<file path="src/rtl/gp_reg_bank.sv">
// General-purpose register bank: two combinational read ports, one write port,
// per-register dirty flags and a handshaked dump engine. Optional macro GP_REG_BANK_BYPASS_EN.
module gp_reg_bank #(
    parameter int DATA_W = 8,
    parameter int ADDR_W = 2
) (
    input  logic                     clk,
    input  logic                     rst,
    input  logic [ADDR_W-1:0]        rd_addr_1,
    input  logic [ADDR_W-1:0]        rd_addr_2,
    output logic [DATA_W-1:0]        rd_data_1,
    output logic [DATA_W-1:0]        rd_data_2,
    input  logic                     wr_en,
    input  logic [ADDR_W-1:0]        wr_addr,
    input  logic [DATA_W-1:0]        wr_data,
    input  logic                     dump_req,
    input  logic                     dump_dirty_only,
    output logic                     dump_valid,
    input  logic                     dump_ready,
    output logic [ADDR_W-1:0]        dump_addr,
    output logic [DATA_W-1:0]        dump_data,
    output logic                     dump_busy,
    output logic                     dump_done,
    output logic [(2**ADDR_W)-1:0]   dirty
);

    localparam int DEPTH = 2 ** ADDR_W;

    localparam logic [1:0] ST_IDLE = 2'd0;
    localparam logic [1:0] ST_SCAN = 2'd1;
    localparam logic [1:0] ST_SEND = 2'd2;
    localparam logic [1:0] ST_DONE = 2'd3;

    localparam logic [ADDR_W-1:0] LAST_IDX = {ADDR_W{1'b1}};
    localparam logic [ADDR_W-1:0] IDX_ZERO = {ADDR_W{1'b0}};
    localparam logic [ADDR_W-1:0] IDX_ONE  = {{(ADDR_W-1){1'b0}}, 1'b1};

    logic [DATA_W-1:0] regs_q [DEPTH];
    logic [DATA_W-1:0] regs_d [DEPTH];
    logic [DEPTH-1:0]  dirty_q;
    logic [DEPTH-1:0]  dirty_d;
    logic [DEPTH-1:0]  clr_s;

    logic [1:0]        state_q;
    logic [1:0]        state_d;
    logic [ADDR_W-1:0] idx_q;
    logic [ADDR_W-1:0] idx_d;
    logic              mode_q;
    logic              mode_d;
    logic [ADDR_W-1:0] addr_q;
    logic [ADDR_W-1:0] addr_d;
    logic [DATA_W-1:0] data_q;
    logic [DATA_W-1:0] data_d;
    logic              valid_q;
    logic              busy_q;
    logic              done_q;

    logic              include_s;
    logic              accept_s;

    assign include_s = (~mode_q) | dirty_q[idx_q];
    assign accept_s  = valid_q & dump_ready;

    // Dump FSM next-state and beat capture
    always_comb begin
        state_d = state_q;
        idx_d   = idx_q;
        mode_d  = mode_q;
        addr_d  = addr_q;
        data_d  = data_q;
        case (state_q)
            ST_IDLE: begin
                if (dump_req) begin
                    state_d = ST_SCAN;
                    idx_d   = IDX_ZERO;
                    mode_d  = dump_dirty_only;
                end else begin
                    state_d = ST_IDLE;
                end
            end
            ST_SCAN: begin
                if (include_s) begin
                    // Array read here is pre-write, so a colliding write is not captured
                    data_d  = regs_q[idx_q];
                    addr_d  = idx_q;
                    state_d = ST_SEND;
                end else if (idx_q == LAST_IDX) begin
                    state_d = ST_DONE;
                end else begin
                    idx_d   = idx_q + IDX_ONE;
                end
            end
            ST_SEND: begin
                if (accept_s) begin
                    if (idx_q == LAST_IDX) begin
                        state_d = ST_DONE;
                    end else begin
                        idx_d   = idx_q + IDX_ONE;
                        state_d = ST_SCAN;
                    end
                end else begin
                    state_d = ST_SEND;
                end
            end
            ST_DONE: begin
                state_d = ST_IDLE;
            end
            default: begin
                state_d = ST_IDLE;
            end
        endcase
    end

    // Dirty clear request for the register being captured
    always_comb begin
        clr_s = {DEPTH{1'b0}};
        if ((state_q == ST_SCAN) && include_s) begin
            clr_s[idx_q] = 1'b1;
        end else begin
            clr_s = {DEPTH{1'b0}};
        end
    end

    // Array and dirty next state; a write sets its flag even when cleared the same cycle
    always_comb begin
        for (int i = 0; i < DEPTH; i++) begin
            regs_d[i]  = (wr_en && (wr_addr == ADDR_W'(i))) ? wr_data : regs_q[i];
            dirty_d[i] = (wr_en && (wr_addr == ADDR_W'(i))) | (dirty_q[i] & ~clr_s[i]);
        end
    end

    // State registers with synchronous reset
    always_ff @(posedge clk) begin
        if (rst) begin
            for (int i = 0; i < DEPTH; i++) begin
                regs_q[i] <= {DATA_W{1'b0}};
            end
            dirty_q <= {DEPTH{1'b0}};
            state_q <= ST_IDLE;
            idx_q   <= IDX_ZERO;
            mode_q  <= 1'b0;
            addr_q  <= IDX_ZERO;
            data_q  <= {DATA_W{1'b0}};
            valid_q <= 1'b0;
            busy_q  <= 1'b0;
            done_q  <= 1'b0;
        end else begin
            for (int i = 0; i < DEPTH; i++) begin
                regs_q[i] <= regs_d[i];
            end
            dirty_q <= dirty_d;
            state_q <= state_d;
            idx_q   <= idx_d;
            mode_q  <= mode_d;
            addr_q  <= addr_d;
            data_q  <= data_d;
            valid_q <= (state_d == ST_SEND);
            busy_q  <= (state_d != ST_IDLE);
            done_q  <= (state_d == ST_DONE);
        end
    end

`ifdef GP_REG_BANK_BYPASS_EN
    assign rd_data_1 = (wr_en && (wr_addr == rd_addr_1)) ? wr_data : regs_q[rd_addr_1];
    assign rd_data_2 = (wr_en && (wr_addr == rd_addr_2)) ? wr_data : regs_q[rd_addr_2];
`else
    assign rd_data_1 = regs_q[rd_addr_1];
    assign rd_data_2 = regs_q[rd_addr_2];
`endif

    assign dump_valid = valid_q;
    assign dump_addr  = addr_q;
    assign dump_data  = data_q;
    assign dump_busy  = busy_q;
    assign dump_done  = done_q;
    assign dirty      = dirty_q;

endmodule
</file>
<file path="config.mk">
export PLATFORM = sky130hd
export DESIGN_NAME = gp_reg_bank
export DESIGN_NICKNAME = d
export VERILOG_FILES = /design/src/rtl/gp_reg_bank.sv
export SDC_FILE = /design/constraint.sdc
export NUM_CORES = 1
export LEC_CHECK = 0
export BUFFER_PORTS_ARGS = -buffer_cell sky130_fd_sc_hd__buf_2
export CAP_MARGIN = 25
export CORE_MARGIN = 2
export CORE_UTILIZATION = 43
export CTS_BUF_LIST = sky130_fd_sc_hd__clkbuf_8
export DETAILED_ROUTE_END_ITERATION = 6
export MAX_ROUTING_LAYER = met4
export PLACE_DENSITY = 0.65
export SLEW_MARGIN = 20
export SYNTH_ARGS = -nofsm -noshare
export SYNTH_HDL_FRONTEND = slang
export SYNTH_SLANG_ARGS = --single-unit
export TNS_END_PERCENT = 10
</file>
<file path="constraint.sdc">
create_clock -name clk -period 4.5 [get_ports clk]
set_input_delay 0.675 -clock clk [delete_from_list [all_inputs] [get_ports clk]]
set_output_delay 0.675 -clock clk [all_outputs]
set_load 0.01 [all_outputs]
</file>
# --- Word-level counts from Yosys, hierarchy flattened ---
# Memories as Yosys holds them, arrays and structs flattened. A register that Yosys moved wholly into a read port is not among the register bits.
# Cells that the tools add are included.
totals:
  in_bits: 20
  memories: 1
  wordCells: 91
  ff_bits: 14
  out_inout_bits: 33
  ram_bits: 32
classes:
  eq_ne: 16
  reduce_logical: 17
  n_addsub: 1
  magnitude_cmp: 2
  n_mux: 27
  bitwise_logic: 19
memory_table:
  columns: ["name", "depth", "word_bits", "rd", "rd_ports_with_merged_regs", "write_ports", "line", "text"]
  rows:
  - ["regs_q", 4, 8, 3, 1, 4, "38", "logic [DATA_W-1:0] regs_q [DEPTH];"]
ops:
  columns: ["operator", "n"]
  rows:
  - ["$mux W8", 8]
  - ["$mux W2", 8]
  - ["$eq A2 B2 Y1 const B", 7]
  - ["$reduce_and A2 Y1", 6]
  - ["$or A1 B1 Y1", 9]
  - ["$pmux W2 S4", 1]
  - ["$logic_and A1 B1 Y1", 6]
  - ["$mux W1", 6]
  - ["$ne A2 B2 Y1 const B", 3]
  - ["$pmux W2 S3", 1]
  - ["$and A1 B1 Y1", 5]
  - ["$not A1 Y1", 5]
  - ["$eq A2 B1 Y1 const B", 2]
  - ["$logic_not A2 Y1", 2]
  - ["$mux W4", 1]
  - ["$ne A1 B1 Y1 const B", 4]
  - ["$reduce_and A4 Y1", 1]
  - ["$lt A2 B3 Y1 const B", 1]
  - ["$reduce_bool A3 Y1", 1]
  - ["$add A2 B1 Y2 const B", 1]
  - ["$bmux W1 S2", 1]
  - ["$demux W1 S2", 1]
  - ["$ge A2 B1 Y1 const B", 1]
  - ["$reduce_bool A2 Y1", 1]

# --- Logic depth before layout (Yosys ltp) ---
logic_depth:
  ltp_word: 8
  depth_mapped: 6
  mapped_depth_nobuf: 6

# --- Worst setup path after synthesis ---
# No wires, ideal clock.
synth_path:
  kind: "input -> output"
  start: "in rd_addr_1[0]"
  end: "out rd_data_1[0]"
  slack_ps: 2362
  arrival_time_ps: 1463
  cell_stages: 2
  required_time_ps: 3825
  path_buffers: 1
  path_cell_list: "buf_2 > mux4_2"
synth_between:
  elab_chain_len: 1
synth_lines:
  columns: ["item", "line", "text"]
  rows:
  - ["start: declaration", "9", "input logic [ADDR_W-1:0] rd_addr_1,"]
  - ["$mem_v2 Z4 W8", null, null]
  - ["end: declaration", "11", "output logic [DATA_W-1:0] rd_data_1,"]
# Every way passes these cells.

# --- Worst setup path in the final report ---
layout_path:
  start: "in rd_addr_2[0]"
  end: "out rd_data_2[7]"
layout_between:
  elab_chain_len: 1
layout_lines:
  columns: ["item", "line", "text"]
  rows:
  - ["start: declaration", "10", "input logic [ADDR_W-1:0] rd_addr_2,"]
  - ["$mem_v2 Z4 W8", null, null]
  - ["end: declaration", "12", "output logic [DATA_W-1:0] rd_data_2,"]
# Every way passes these cells.

==> impl_metrics.env <==
export IMPL_die_h_microns=85.5
export IMPL_status="completed"
export IMPL_die_w_microns=85.5
export IMPL_fin_crit_ns=2.35
export IMPL_grt_max_degree=20
export IMPL_worstSetupStartpointType="input port"
export IMPL_fin_util=0.512
export IMPL_seq_area_frac_synth=0.490
export IMPL_die_area_sq_um=7320
export IMPL_postSynthCellCount=222
export IMPL_worst_slew_pin_transition_ns=0.801
export IMPL_area_delta_synth_final_pct=14.4
export IMPL_drv_cap=0
export IMPL_power_mw=1.09
export IMPL_cp_end_kind="output port"
export IMPL_antenna_found_initial=0
export IMPL_holdWs_ns=0.455
export IMPL_grtUsageTotal=0.189
export IMPL_ctsHoldBuffers=0
export IMPL_htree_levels=2
export IMPL_cts_resized=0
export IMPL_synth_cell_area_sq_um=2860
export IMPL_grt_pass1_wl_microns=10100
export IMPL_finalNetCount=301
export IMPL_cts_root_buffer="clkbuf_8"
export IMPL_grt_overflow=0
export IMPL_ant_nets=0
export IMPL_slew_viol_final=0
export IMPL_synthesis_nets=252
export IMPL_start_util=0.448
export IMPL_cts_buffer_depth=2
export IMPL_std_cell_rows=29
export IMPL_io_pins=53
export IMPL_finClkSkew_ns=0.00780
export IMPL_avgSynthCellArea_sq_um=12.9
export IMPL_drc_errors=0
export IMPL_critical_path_class="in2out"
export IMPL_clock_latency_ns=0.31
export IMPL_fillers=584
export IMPL_final_hold_viol_count=0
export IMPL_synth_distinct_cells=37
export IMPL_drive_gt1_frac=0.371
export IMPL_vdd_drop_max_uv=187
export IMPL_worstPathMaxFanout=8
export IMPL_cts_sinks=54
export IMPL_grt_pass1_vias=1959
export IMPL_wire_per_inst_microns=18.0
export IMPL_place_hpwl_microns=4490
export IMPL_cts_tree="built"
export IMPL_drtIter0Drc=76
export IMPL_ys_ff_latch=54
export IMPL_fin_area_sq_um=3270
export IMPL_fmax_mhz=425
export IMPL_hold_class="reg2reg"
export IMPL_io_buffers=52
export IMPL_setup_viol=0
export IMPL_drt_wl_total_microns=6300
export IMPL_synth_top_area_cell="edfxtp_1"
export IMPL_drtPass1Iterations=4
export IMPL_leakagePower_nw=1.28
export IMPL_post_cts_buffers=0
export IMPL_vias_per_cell=5.49
export IMPL_synth_top_cell_area_share=0.336
export IMPL_core_region_area_sq_um=6390
export IMPL_rsz0062_at_grt="false"
export IMPL_cts_buffers=5
export IMPL_cp_data_arrival_time_ns=1.68
export IMPL_critPathRequiredTime_ns=3.83
export IMPL_antenna_cells=0
export IMPL_tns_ns=0
export IMPL_netlist_top_cells_area="edfxtp_1 34%, mux4_2 18%, dfxtp_1 15%"
export IMPL_finalCritPeriodShare=0.523
export IMPL_post_dp_cell_area_sq_um=3160
export IMPL_cts_clk_slew_worst_paths_ns=0.09
export IMPL_vias=1916
export IMPL_place_gp_congestion=0.810
export IMPL_relSlewSlack=0.465
export IMPL_ys_warn_count=0
export IMPL_powerDensity_nw_per_um2=334
## cells in the final DEF (no fill, tap or decap), types with 2 or more instances in the layout
cell type  count
nor3_2         4
mux4_2        23
a21oi_1       15
a31o_1         4
clkbuf_8       5
buf_2         52
ha_1          10
and2_1        32
inv_2          3
nand4_1        2
nor2_1         2
a31o_2         4
inv_1          5
nand2b_1       2
nand3_1        4
nand2_1       30
edfxtp_1      32
o21ai_1        3
dfxtp_1       22
## layout make-up
type / instances / area, sq um / share of cell area
Multi-Input combinational cell: 150 / 1380 / 0.420
Clock inverter: 3 / 40.0 / 0.0122
Timing Repair Buffer: 52 / 260 / 0.0795
Clock buffer: 5 / 68.8 / 0.0210
Inverter: 8 / 30.0 / 0.00918
Tap cell: 77 / 96.3 / 0.0294
Sequential cell: 54 / 1400 / 0.428
## worst max-delay path, stage by stage
cell and delay [ns]:
buf_2 0.29, mux4_2 0.55, buf_2 0.16
## registers in the layout (all words and copies together) (netlist names)
register,cells
state_q,2
dirty,4
dump_data,8
dump_busy,1
dump_valid,1
regs_q,32
dump_addr,2
idx_q,2
dump_done,1
mode_q,1
## power by group
| group | switching, mW | leakage [nW] | internal [mW] |
|---|---|---|---|
| registers | 0.0274 | 0.494 | 0.558 |
| logic | 0.0934 | 0.737 | 0.0886 |
| clock network | 0.163 | 0.0541 | 0.164 |
## metrics by stage
stage | std cells | setup WS, ns
2_1_floorplan | 222 | 2.36
3_3_place_gp | 341 | 2.13
3_5_place_dp | 341 | 2.12
4_1_cts | 349 | 2.12
5_1_grt | 349 | 2.08
6_report | 349 | 2.15
## path summary, 6_finish.rpt
path / startpoint / end / slack (ns) / cells after the start
max: rd_addr_2[0] / rd_data_2[7] / 2.15 / 3
min: dump_data[6] / dump_data[6] / 0.45 / 2
max reg2reg: idx_q[1] / idx_q[1] / 2.39 / 4
min reg2reg: dump_data[6] / dump_data[6] / 0.45 / 2
## synthesized netlist by cell type
| library cell | number |
|---|---|
| nor3_2 | 4 |
| o21ba_1 | 1 |
| mux2_2 | 1 |
| buf_1 | 2 |
| inv_1 | 5 |
| mux4_2 | 23 |
| a31o_2 | 4 |
| buf_2 | 3 |
| o221ai_2 | 1 |
| o21ai_4 | 1 |
| nand4_1 | 2 |
| nand2b_1 | 2 |
| and2_1 | 32 |
| o21a_1 | 1 |
| clkbuf_1 | 3 |
| nor3_1 | 1 |
| o22ai_1 | 1 |
| or2_2 | 1 |
| a21bo_2 | 1 |
| a21oi_1 | 15 |
| buf_6 | 1 |
| buf_4 | 1 |
| mux2_4 | 1 |
| a31o_1 | 4 |
| nor2_1 | 2 |
| nand3_1 | 4 |
| edfxtp_1 | 32 |
| o21ai_1 | 3 |
| and3_1 | 1 |
| inv_2 | 3 |
| dfxtp_1 | 22 |
| mux4_1 | 1 |
| nand2_1 | 30 |
| ha_1 | 10 |
| o21ai_0 | 1 |
| nor2b_1 | 1 |
| o221a_4 | 1 |
## cell families after synthesis
group                    Yosys count  synth area share
AO/OA/AOI/OAI                     34            0.0875
adder cells (fa/ha/maj)           10            0.0438
buffers and inverters             18            0.0289
flip-flops                        54             0.490
multiplexers                      26             0.200
AND/OR/NAND/NOR                   80             0.150
## metal layers
| layer | vias to the layer above | GRT usage | share of wire |
|---|---|---|---|
| li1 | 926 | - | - |
| met3 | 5 | 0.0375 | 0.057 |
| met2 | 56 | 0.312 | 0.50 |
| met4 | 0 | 0.0390 | 0.0081 |
| met5 | - | - | 0 |
| met1 | 929 | 0.246 | 0.43 |
No activity file was read; power rests on OpenSTA's default activity.
